**src/rtl/cpu_stepper.sv**
```systemverilog
// Six-step sequencer for the 7-step CPU: one-hot step pulses, instruction latch and
// jump-if evaluation that drive the data-bus routing, plus run/step/halt control.
module cpu_stepper #(
    parameter int CNT_W = 16
) (
    input  logic             i_clk,
    input  logic             i_rst_n,
    input  logic             i_run,
    input  logic             i_step_once,
    input  logic [0:7]       i_ir,
    input  logic [0:3]       i_flags,
    output logic [1:6]       o_step,
    output logic [0:3]       o_instr,
    output logic             o_ir_io,
    output logic             o_flags_detected,
    output logic             o_busy,
    output logic [CNT_W-1:0] o_instr_cnt
);

    typedef enum logic [2:0] {
        ST_IDLE,
        ST_S1,
        ST_S2,
        ST_S3,
        ST_S4,
        ST_S5,
        ST_S6
    } state_t;

    state_t           state_q, state_d;
    logic             single_q, single_d;
    logic [1:6]       step_q, step_d;
    logic             busy_q, busy_d;
    logic [0:3]       instr_q;
    logic             ir_io_q;
    logic             flags_det_q;
    logic [CNT_W-1:0] cnt_q;
    logic             latch_en;
    logic             instr_done;
    logic             jump_hit;

    always_comb begin
        state_d  = state_q;
        single_d = single_q;
        case (state_q)
            ST_IDLE: begin
                if (i_run) begin
                    state_d = ST_S1;
                end else if (i_step_once) begin
                    state_d  = ST_S1;
                    single_d = 1'b1;
                end
            end
            ST_S1: state_d = ST_S2;
            ST_S2: state_d = ST_S3;
            ST_S3: state_d = ST_S4;
            ST_S4: state_d = ST_S5;
            ST_S5: state_d = ST_S6;
            ST_S6: begin
                if (i_run && !single_q) begin
                    state_d = ST_S1;
                end else begin
                    state_d  = ST_IDLE;
                    single_d = 1'b0;
                end
            end
            default: begin
                state_d  = ST_IDLE;
                single_d = 1'b0;
            end
        endcase
    end

    // Step pulses are decoded from the next state so they register alongside it.
    always_comb begin
        step_d = 6'b00_0000;
        case (state_d)
            ST_S1:   step_d = 6'b10_0000;
            ST_S2:   step_d = 6'b01_0000;
            ST_S3:   step_d = 6'b00_1000;
            ST_S4:   step_d = 6'b00_0100;
            ST_S5:   step_d = 6'b00_0010;
            ST_S6:   step_d = 6'b00_0001;
            default: step_d = 6'b00_0000;
        endcase
        busy_d = |step_d;
    end

    // IR is loaded during S2 and flags reflect the previous instruction, so both are
    // sampled only on the S3->S4 edge.
    assign latch_en   = (state_q == ST_S3);
    assign instr_done = (state_q == ST_S6);
    assign jump_hit   = (i_ir[0:3] == 4'b0101) && (|(i_ir[4:7] & i_flags));

    always_ff @(posedge i_clk) begin
        if (!i_rst_n) begin
            state_q     <= ST_IDLE;
            single_q    <= 1'b0;
            step_q      <= 6'b00_0000;
            busy_q      <= 1'b0;
            instr_q     <= 4'b0000;
            ir_io_q     <= 1'b0;
            flags_det_q <= 1'b0;
            cnt_q       <= '0;
        end else begin
            state_q  <= state_d;
            single_q <= single_d;
            step_q   <= step_d;
            busy_q   <= busy_d;
            if (latch_en) begin
                instr_q     <= i_ir[0:3];
                ir_io_q     <= i_ir[4];
                flags_det_q <= jump_hit;
            end
            if (instr_done) begin
                cnt_q <= cnt_q + {{(CNT_W-1){1'b0}}, 1'b1};
            end
        end
    end

    assign o_step           = step_q;
    assign o_busy           = busy_q;
    assign o_instr          = instr_q;
    assign o_ir_io          = ir_io_q;
    assign o_flags_detected = flags_det_q;
    assign o_instr_cnt      = cnt_q;

endmodule

```
**config.mk**
```make
export PLATFORM = sky130hd
export DESIGN_NAME = cpu_stepper
export DESIGN_NICKNAME = d
export VERILOG_FILES = /design/src/rtl/cpu_stepper.sv
export SDC_FILE = /design/constraint.sdc
export NUM_CORES = 1
export LEC_CHECK = 0
export ABC_AREA = 1
export BUFFER_PORTS_ARGS = -buffer_cell sky130_fd_sc_hd__buf_2
export CORE_MARGIN = 2
export CORE_UTILIZATION = 28
export DETAILED_ROUTE_END_ITERATION = 6
export PLACE_DENSITY = 0.52
export SETUP_SLACK_MARGIN = 0.3
export SLEW_MARGIN = 5
export SYNTH_ARGS = -nofsm -noshare
export SYNTH_HDL_FRONTEND = slang
export SYNTH_SLANG_ARGS = --single-unit
```
**constraint.sdc**
```tcl
create_clock -name i_clk -period 4.5 [get_ports i_clk]
set_clock_uncertainty 0.2 [all_clocks]
set_input_delay 0.9 -clock i_clk [delete_from_list [all_inputs] [get_ports i_clk]]
set_output_delay 0.9 -clock i_clk [all_outputs]
set_load 0.01 [all_outputs]
```
==> flow_summary.yaml, run 1 <==
status:
  status: "complete, no violations"
worst_setup_path:
  cp-start-kind: "flop"
  required_ns: 3.40
  slowest_delay_ns: 0.42
  crit_path_max_fanout: 6
  end_kind: "output port"
  cp.arrival_ns: 0.88
  crit_family: "flip-flops"
  path_cells: "buf_2"
  critPathBufInv: 1
  path_class: "flop to output port"
  slowest_stage: "dfxtp_1"
yosys:
  synth-xor-area-share_pct: 0
  yosysUniqueCellTypes: 24
  synth_compound_area_share_pct: 11.82
  syn_inst: 208
  synth_area_um2: 1471
  synth_top_area_share_pct: 44.90
  synth_area_leader_cell: "dfxtp_1"
  syn_nets: 225
  syn_area_per_cell_um2: 7.074
  synthMuxAreaShare_pct: 0
  synth-simple-area-share_pct: 35.20
  yosysSeqAreaShare_pct: 44.90
  synth_top_family_by_area: "simple AND/OR/NAND/NOR gates"
  yosys_register_bits: 33
  yosys_warnings: 0
  yosys.area_share.adder_pct: 0.8503
  yosys-top-cells-area: "dfxtp_1 (45%), nand2_1 (12%), nor2_1 (9.4%)"
timing:
  drv_slew: 0
  worstMarginPinSlew_ns: 0.4759
  tns_ns: 0
  maxSlewHeadroom_pct: 68.24
  max_freq_mhz: 505.7
  fin_crit_sh_pct: 43.94
  fin_crit_ns: 1.977
  setup_viol: 0
  rsz0062_at_grt: "false"
  hold_viol: 0
clocking:
  clkTransAtPathRegs_ns: 0.07
  cts_tree: "built"
  cts-root-buf: "clkbuf_8"
  worstSkewPairLatency_ns: 0.29
  clock_path_buffers: 2
  ctsHoldBuffers: 0
  cts.sinks: 33
  postCtsSetupRepairBufs: 0
  cts_resized: 0
  cts_max_level: 2
  numCtsBuffers: 5
detailed_routing:
  drcViolationCount: 0
  drtIter0Drc: 58
  viasPerCell: 4.404
  vias: 1440
  detail-route-antenna-nets: 0
  firstDrtPassIters: 4
  wl_um: 3454
  wl_per_cell_um: 10.56
layout:
  fillerInstances: 577
  regArea_um2: 660.6
  final_common_cell: "nand2_1"
  num_antenna_cells: 0
  fin_cells: 327
  num-nets-final: 273
  area_growth_pct: 28.23
  fin_util_pct: 37.18
  multiInputGateArea_um2: 704.4
  final_cell_mix: "nand2_1 (46), buf_2 (44), nor2_1 (37)"
  finalInstanceArea_um2: 1887
  drive_gt1_share_pct: 23.35
place:
  hpwl_um: 2553
  placed_cell_area_um2: 1767
  place.gp.congestion: 0.7227
  dp.cells: 319
  port_buffers: 44
run:
  drv_cap: 0
power_and_ir_drop:
  powerDensity_nw_per_um2: 365.3
  power_leakage_nw: 0.8289
  ir_drop_uv: 173.5
  finalPower_w: 0.0006892
floorplanning:
  rows: 26
  num_io_pins: 45
  die_x_um: 76.49
  start_util_pct: 28.99
  dieArea_um2: 5851
  dieHeight_um: 76.49
  core_area_um2: 5075
global_routing:
  grt_use_total_pct: 12.31
  grt_pass1_vias: 1349
  grt_pass1_wl_um: 5920
  antenna_found_initial: 0
  grt_max_degree: 19
  grt.overflow.total: 0
worst_hold_path:
  hold_class: "flop to flop"
==> sequential cells by signal, indices dropped and copies added (netlist names) <==
register	flops
o_busy	1
single_q	1
o_instr_cnt	16
o_ir_io	1
state_q	3
o_flags_detected	1
o_instr	4
o_step	6
==> final cells by class <==
type | instances | area share (%)
timing repair buffer | 44 | 11.67
sequential | 33 | 35.01
clock buffer | 6 | 4.377
multi-input combinational | 147 | 37.33
clock inverter | 2 | 1.989
tap | 70 | 4.642
inverter | 25 | 4.973
==> stage by stage <==
step | setup WS, ns | hold WS [ns]
2_1_floorplan | 2.804 | 0.2314
6_report | 2.523 | 0.2604
5_1_grt | 2.467 | 0.3010
3_5_place_dp | 2.476 | 0.2559
4_1_cts | 2.498 | 0.2664
3_3_place_gp | 2.516 | 0.2501
==> cell usage after synthesis, drive strengths merged <==
master and count:
a211oi 1, nand4 8, buf 2, nand3 11, nand2 47, ha 1, a31oi 3, a21oi 12
o21bai 1, nor3 7, inv 25, o21ai 16, clkbuf 1, dfxtp 33, nor2 40
==> kinds of logic after synthesis <==
group,count (synthesis)
adders and majority gates,1
DFF,33
AOI/OAI and AO/OA,33
and+or+nand+nor,113
buffers and inverters,28
==> routing by layer <==
metal,track usage [%],up-vias,wire [um]
met2,21.77,35,1600
met3,3.555,5,168
met5,0,-,0
met4,4.909,0,39
li1,-,765,-
met1,13.87,635,1646
==> power by group <==
group	switching [W]	internal (W)	total [W]	leakage (nW)
Sequential	0.0000134	0.000308	0.000322	0.268
Clock	0.000115	0.000180	0.000295	0.0574
Combinational	0.0000442	0.0000289	0.0000731	0.504
==> path summary, 6_finish.rpt <==
| check | startpoint | endpoint | slack, ns | cells after the start |
|---|---|---|---|---|
| max | o_instr_cnt[11]$_SDFFE_PN0P_ | o_instr_cnt[11] | 2.52 | 1 |
| min | single_q$_SDFFE_PN0P_ | single_q$_SDFFE_PN0P_ | 0.26 | 2 |
| max reg2reg | state_q[2]$_SDFF_PN0_ | o_instr_cnt[9]$_SDFFE_PN0P_ | 2.83 | 7 |
| min reg2reg | single_q$_SDFFE_PN0P_ | single_q$_SDFFE_PN0P_ | 0.26 | 2 |
Note: power is estimated with default switching activity, not from simulation.
==> run 2: changes to the inputs <==
clock period = 1.9 ns   (was 4.5 ns; I/O delays follow)
==> run 2 against run 1 <==
Sequential share of layout area shrank 0.32 points. Clock power grew 130%. Critical path depth grew 6. Clock-buffer cell count grew 1. Combinational power grew 140%. Via count grew 0.83%. Non-clock buffer count grew 3. Routed wire length grew 0.38%. Critical endpoint is now o_instr_cnt[9]$_SDFFE_PN0P_. Largest power group unchanged. Highest routed layer unchanged.
==> flow_summary.yaml, run 2 (synthesis gave the netlist of run 1 again) <==
layout:
  largest_register_ffs: 16
  finalInstanceArea_um2: 1933
  area_growth_pct: 31.38
  num_antenna_cells: 0
  num-nets-final: 276
  fin_util_pct: 38.09
  drive_gt1_share_pct: 28.85
  final_cell_mix: "nand2_1 (46), buf_2 (44), nor2_1 (31)"
  final_common_cell: "nand2_1"
status:
  status: "complete, no violations"
worst_setup_path:
  path_cells: "nand2_2 > nor2_8 > nand3_2 > nor2_2 > nand2_1 > o21ai_1 > nor2_1"
  crit_family: "simple AND/OR/NAND/NOR gates"
  slowest_stage: "dfxtp_2"
  cp-start-kind: "flop"
  slowest_delay_ns: 0.39
  crit_path_max_fanout: 9
  end_kind: "flop"
  critPathBufInv: 0
  cp.arrival_ns: 1.46
  required_ns: 1.88
  path_class: "flop to flop"
timing:
  hold_viol: 0
  rsz0062_at_grt: "true"
  fin_crit_sh_pct: 77.85
  tns_ns: 0
  drv_slew: 0
  setup_viol: 0
  max_freq_mhz: 676.0
  maxSlewHeadroom_pct: 65.49
  fin_crit_ns: 1.479
  worst_slack_ns: 0.4208
  worstMarginPinSlew_ns: 0.5171
worst_hold_path:
  hold_class: "input pin to flop"
global_routing:
  grt_pass1_vias: 1370
  grt_use_total_pct: 12.46
  antenna_found_initial: 0
  grt.overflow.total: 0
  grt_pass1_wl_um: 5892
  grt_max_degree: 18
floorplanning:
  die_x_um: 76.49
  dieArea_um2: 5851
  core_area_um2: 5075
  start_util_pct: 28.99
  rows: 26
  dieHeight_um: 76.49
  num_io_pins: 45
place:
  placed_cell_area_um2: 1789
  pre_cts_slack_ns: 0.2779
  hpwl_um: 2631
  place.gp.congestion: 0.7804
  port_buffers: 44
detailed_routing:
  detail-route-antenna-nets: 0
  drtIter0Drc: 42
  drcViolationCount: 0
  wl_um: 3467
  wl_per_cell_um: 10.51
  vias: 1452
  viasPerCell: 4.400
  firstDrtPassIters: 4
run:
  drv_cap: 0
power_and_ir_drop:
  powerDensity_nw_per_um2: 840.4
  power_leakage_nw: 0.8438
  ir_drop_uv: 454.9
clocking:
  worstSkewPairLatency_ns: 0.29
  numCtsBuffers: 5
  ctsHoldBuffers: 0
  cts_max_level: 2
  cts-root-buf: "clkbuf_8"
  clkTransAtPathRegs_ns: 0.07
  cts_tree: "built"
  clock_path_buffers: 2
  cts.sinks: 33
## run 2: layout make-up
| class | count | area [um2] |
|---|---|---|
| fill | 564 | 3142 |
| tap | 70 | 87.58 |
| inverter | 25 | 93.84 |
| multi-input combinational | 147 | 721.9 |
| timing repair buffer | 47 | 242.7 |
| sequential | 33 | 670.6 |
| clock buffer | 7 | 86.33 |
| clock inverter | 1 | 30.03 |
## run 2: final timing paths
path	slack [ns]	cells after the start	end	from
max	0.42	7	o_instr_cnt[9]$_SDFFE_PN0P_	state_q[1]$_SDFF_PN0_
min	0.16	3	o_instr[3]$_SDFFE_PN0P_	i_ir[3]
max reg2reg	0.42	7	o_instr_cnt[9]$_SDFFE_PN0P_	state_q[1]$_SDFF_PN0_
min reg2reg	0.26	2	single_q$_SDFFE_PN0P_	single_q$_SDFFE_PN0P_
## run 2: layer usage
metal / vias up / global-route usage (%) / wire [um]
li1: 777 / - / -
met1: 630 / 13.72 / 1598
met2: 38 / 21.95 / 1610
met3: 7 / 3.910 / 196
met4: 0 / 5.455 / 62
met5: - / 0 / 0
## run 2: tightest hold or removal path: stages
cell     delay, ns
buf_2         0.09
inv_1         0.07
a21oi_1       0.06
## run 2: stage by stage
stage               cells  power (W)  hold slack, ns
finish                330   0.001625          0.1595
global route          330   0.001704          0.1661
CTS                   330   0.001648          0.1524
detailed placement    322  0.0009539          0.2494
global placement      322  0.0009548          0.2493
floorplan             208  0.0008877          0.2314
## run 2: what timing repair did
item | CTS | global route
buffers inserted | 0 | 0
resized for setup | 2 | 12
endpoints found under the setup margin | 4 | 10
## run 2: where the power goes
group	switching [W]	internal [W]	total [W]
clock	0.000258	0.000428	0.000685
combinational	0.000104	0.0000705	0.000174
sequential	0.0000330	0.000732	0.000765
==> run 3: changes to the inputs <==
clock period = 1.4 ns   (was 1.9 ns; I/O delays follow)
==> run 3 against run 2 <==
Combinational power up 120%. Cell count grew 10%. Utilization is 14 points higher. Global-route usage is 2.0 points higher. Sequential share of layout area is 7.3 points lower. Non-clock buffer count is 34 higher. Final area rose by 37%. Clock power grew 23%. Total power grew 40%. Die area did not move. Critical endpoint is now o_instr_cnt[1].
==> flow_summary.yaml, run 3 (synthesis gave the netlist of run 1 again) <==
clocking:
  cts_max_level: 2
  cts.sinks: 33
  cts_tree: "built"
  cts-root-buf: "clkbuf_8"
  clock_path_buffers: 2
  numCtsBuffers: 5
  clkTransAtPathRegs_ns: 0.07
  worstSkewPairLatency_ns: 0.29
worst_setup_path:
  critPathBufInv: 2
  crit_path_max_fanout: 3
  slowest_stage: "dfxtp_4"
  path_cells: "buf_6 > buf_6"
  crit_top_cell: "buf_6"
  cp.arrival_ns: 0.91
  required_ns: 0.92
  end_kind: "output port"
  slowest_delay_ns: 0.37
  path_class: "flop to output port"
  crit_family: "flip-flops"
  cp-start-kind: "flop"
layout:
  num_antenna_cells: 0
  final_cell_mix: "buf_6 (40), nand2_1 (35), nor2_1 (29)"
  drive_gt1_share_pct: 55.78
  finalInstanceArea_um2: 2643
  area_growth_pct: 79.59
  largest_register_ffs: 16
  num-nets-final: 310
  final_common_cell: "buf_6"
place:
  pre_cts_slack_ns: -0.04874
  port_buffers: 44
  placed_cell_area_um2: 1984
  place.gp.congestion: 0.8090
  hpwl_um: 2740
detailed_routing:
  wl_per_cell_um: 11.51
  wl_um: 4188
  drcViolationCount: 0
  firstDrtPassIters: 4
  viasPerCell: 4.429
  vias: 1612
  detail-route-antenna-nets: 0
  drtIter0Drc: 36
power_and_ir_drop:
  p_sw_share_pct: 28.15
  p_int_w: 0.001633
  powerDensity_nw_per_um2: 859.9
  pwr-share-comb_pct: 17.0
  ir_drop_uv: 576.8
  power_frac_clock_pct: 37.1
  power.switching_w: 0.0006396
  power_leakage_nw: 1.144
  power.share.sequential_pct: 45.9
timing:
  worst_slack_ns: 0.01493
  worstMarginPinSlew_ns: 0.2224
  tns_ns: 0
  fin_crit_ns: 1.385
  maxSlewHeadroom_pct: 85.06
  drv_slew: 0
  setup_viol: 0
  rsz0062_at_grt: "true"
  holdWs_ns: 0.03753
  max_freq_mhz: 722.0
  hold_viol: 0
  fin_crit_sh_pct: 98.93
run:
  drv_cap: 0
global_routing:
  grt_pass1_vias: 1534
  grt_max_degree: 18
  grt.overflow.total: 0
  antenna_found_initial: 0
  grt_use_total_pct: 14.47
  grt_pass1_wl_um: 6768
floorplanning:
  dieHeight_um: 76.49
  dieArea_um2: 5851
  core_area_um2: 5075
  num_io_pins: 45
  rows: 26
  die_x_um: 76.49
  start_util_pct: 28.99
worst_hold_path:
  hold_class: "input pin to flop"
status:
  status: "complete, no violations"
-- run 3: cell types whose count changed in the layout (fill, tap and decap cells not counted), sizes merged --
cell / delta
buf: +34
bufinv: -1
clkbuf: -1
clkinv: +1
inv: +1
-- run 3: path summary, 6_finish.rpt --
kind	startpoint	slack, ns	cells past startpoint	endpoint
worst max-delay path	o_instr_cnt[1]$_SDFFE_PN0P_	0.01	2	o_instr_cnt[1]
worst min-delay path	i_ir[3]	0.04	3	o_instr[3]$_SDFFE_PN0P_
worst max register to register	o_instr_cnt[2]$_SDFFE_PN0P_	0.01	7	o_instr_cnt[10]$_SDFFE_PN0P_
worst min register to register	single_q$_SDFFE_PN0P_	0.27	2	single_q$_SDFFE_PN0P_
-- run 3: final cells by class --
type | instances | area [um2]
clock buffers | 6 | 93.84
clock inverters | 2 | 15.01
fillers | 510 | 2432
inverters | 25 | 98.84
multi-input cells | 147 | 913.4
flip-flops and latches | 33 | 723.2
well taps | 70 | 87.58
repair buffers | 81 | 710.7
-- run 3: worst reg2reg max path, stage by stage, from the launching register on --
cell and delay [ns]:
dfxtp_4 0.39, nand2_2 0.10, nor2_4 0.14, nand3_4 0.08, nor2_4 0.14, nand2_2 0.06, o21ai_1 0.11, nor2_1 0.04
-- run 3: power by group through the flow --
stage | clock network, W | registers [W] | logic (W)
after floorplan | 0 | 0.00107 | 0.000146
after global placement | 0 | 0.00105 | 0.000272
after detailed placement | 0 | 0.00106 | 0.000272
after CTS | 0.000866 | 0.00104 | 0.000341
after global routing | 0.000919 | 0.00105 | 0.000426
final | 0.000842 | 0.00104 | 0.000387
-- run 3: metal layers --
metal | vias to the layer above | global-route usage (%) | share of wire (%)
met5 | - | 0 | 0
met4 | 0 | 6.545 | 1.8
met3 | 8 | 3.791 | 4.4
met2 | 40 | 24.51 | 51
met1 | 718 | 17.11 | 43
li1 | 846 | - | -
-- run 3: what timing repair did --
item                       4_1_cts  5_1_grt
buffers inserted                10        3
resized for setup               73       50
hold buffers                     0        0
pin swaps                       14       17
setup endpoints to repair       59       61
-- run 3: metrics by stage --
stage / total power, W / cells / utilization, %
after floorplan: 0.001214 / 208 / -
after global placement: 0.001326 / 343 / 39.10
after detailed placement: 0.001328 / 343 / 39.10
after CTS: 0.002249 / 361 / 48.10
after global routing: 0.002394 / 364 / 52.07
final: 0.002272 / 364 / 52.07
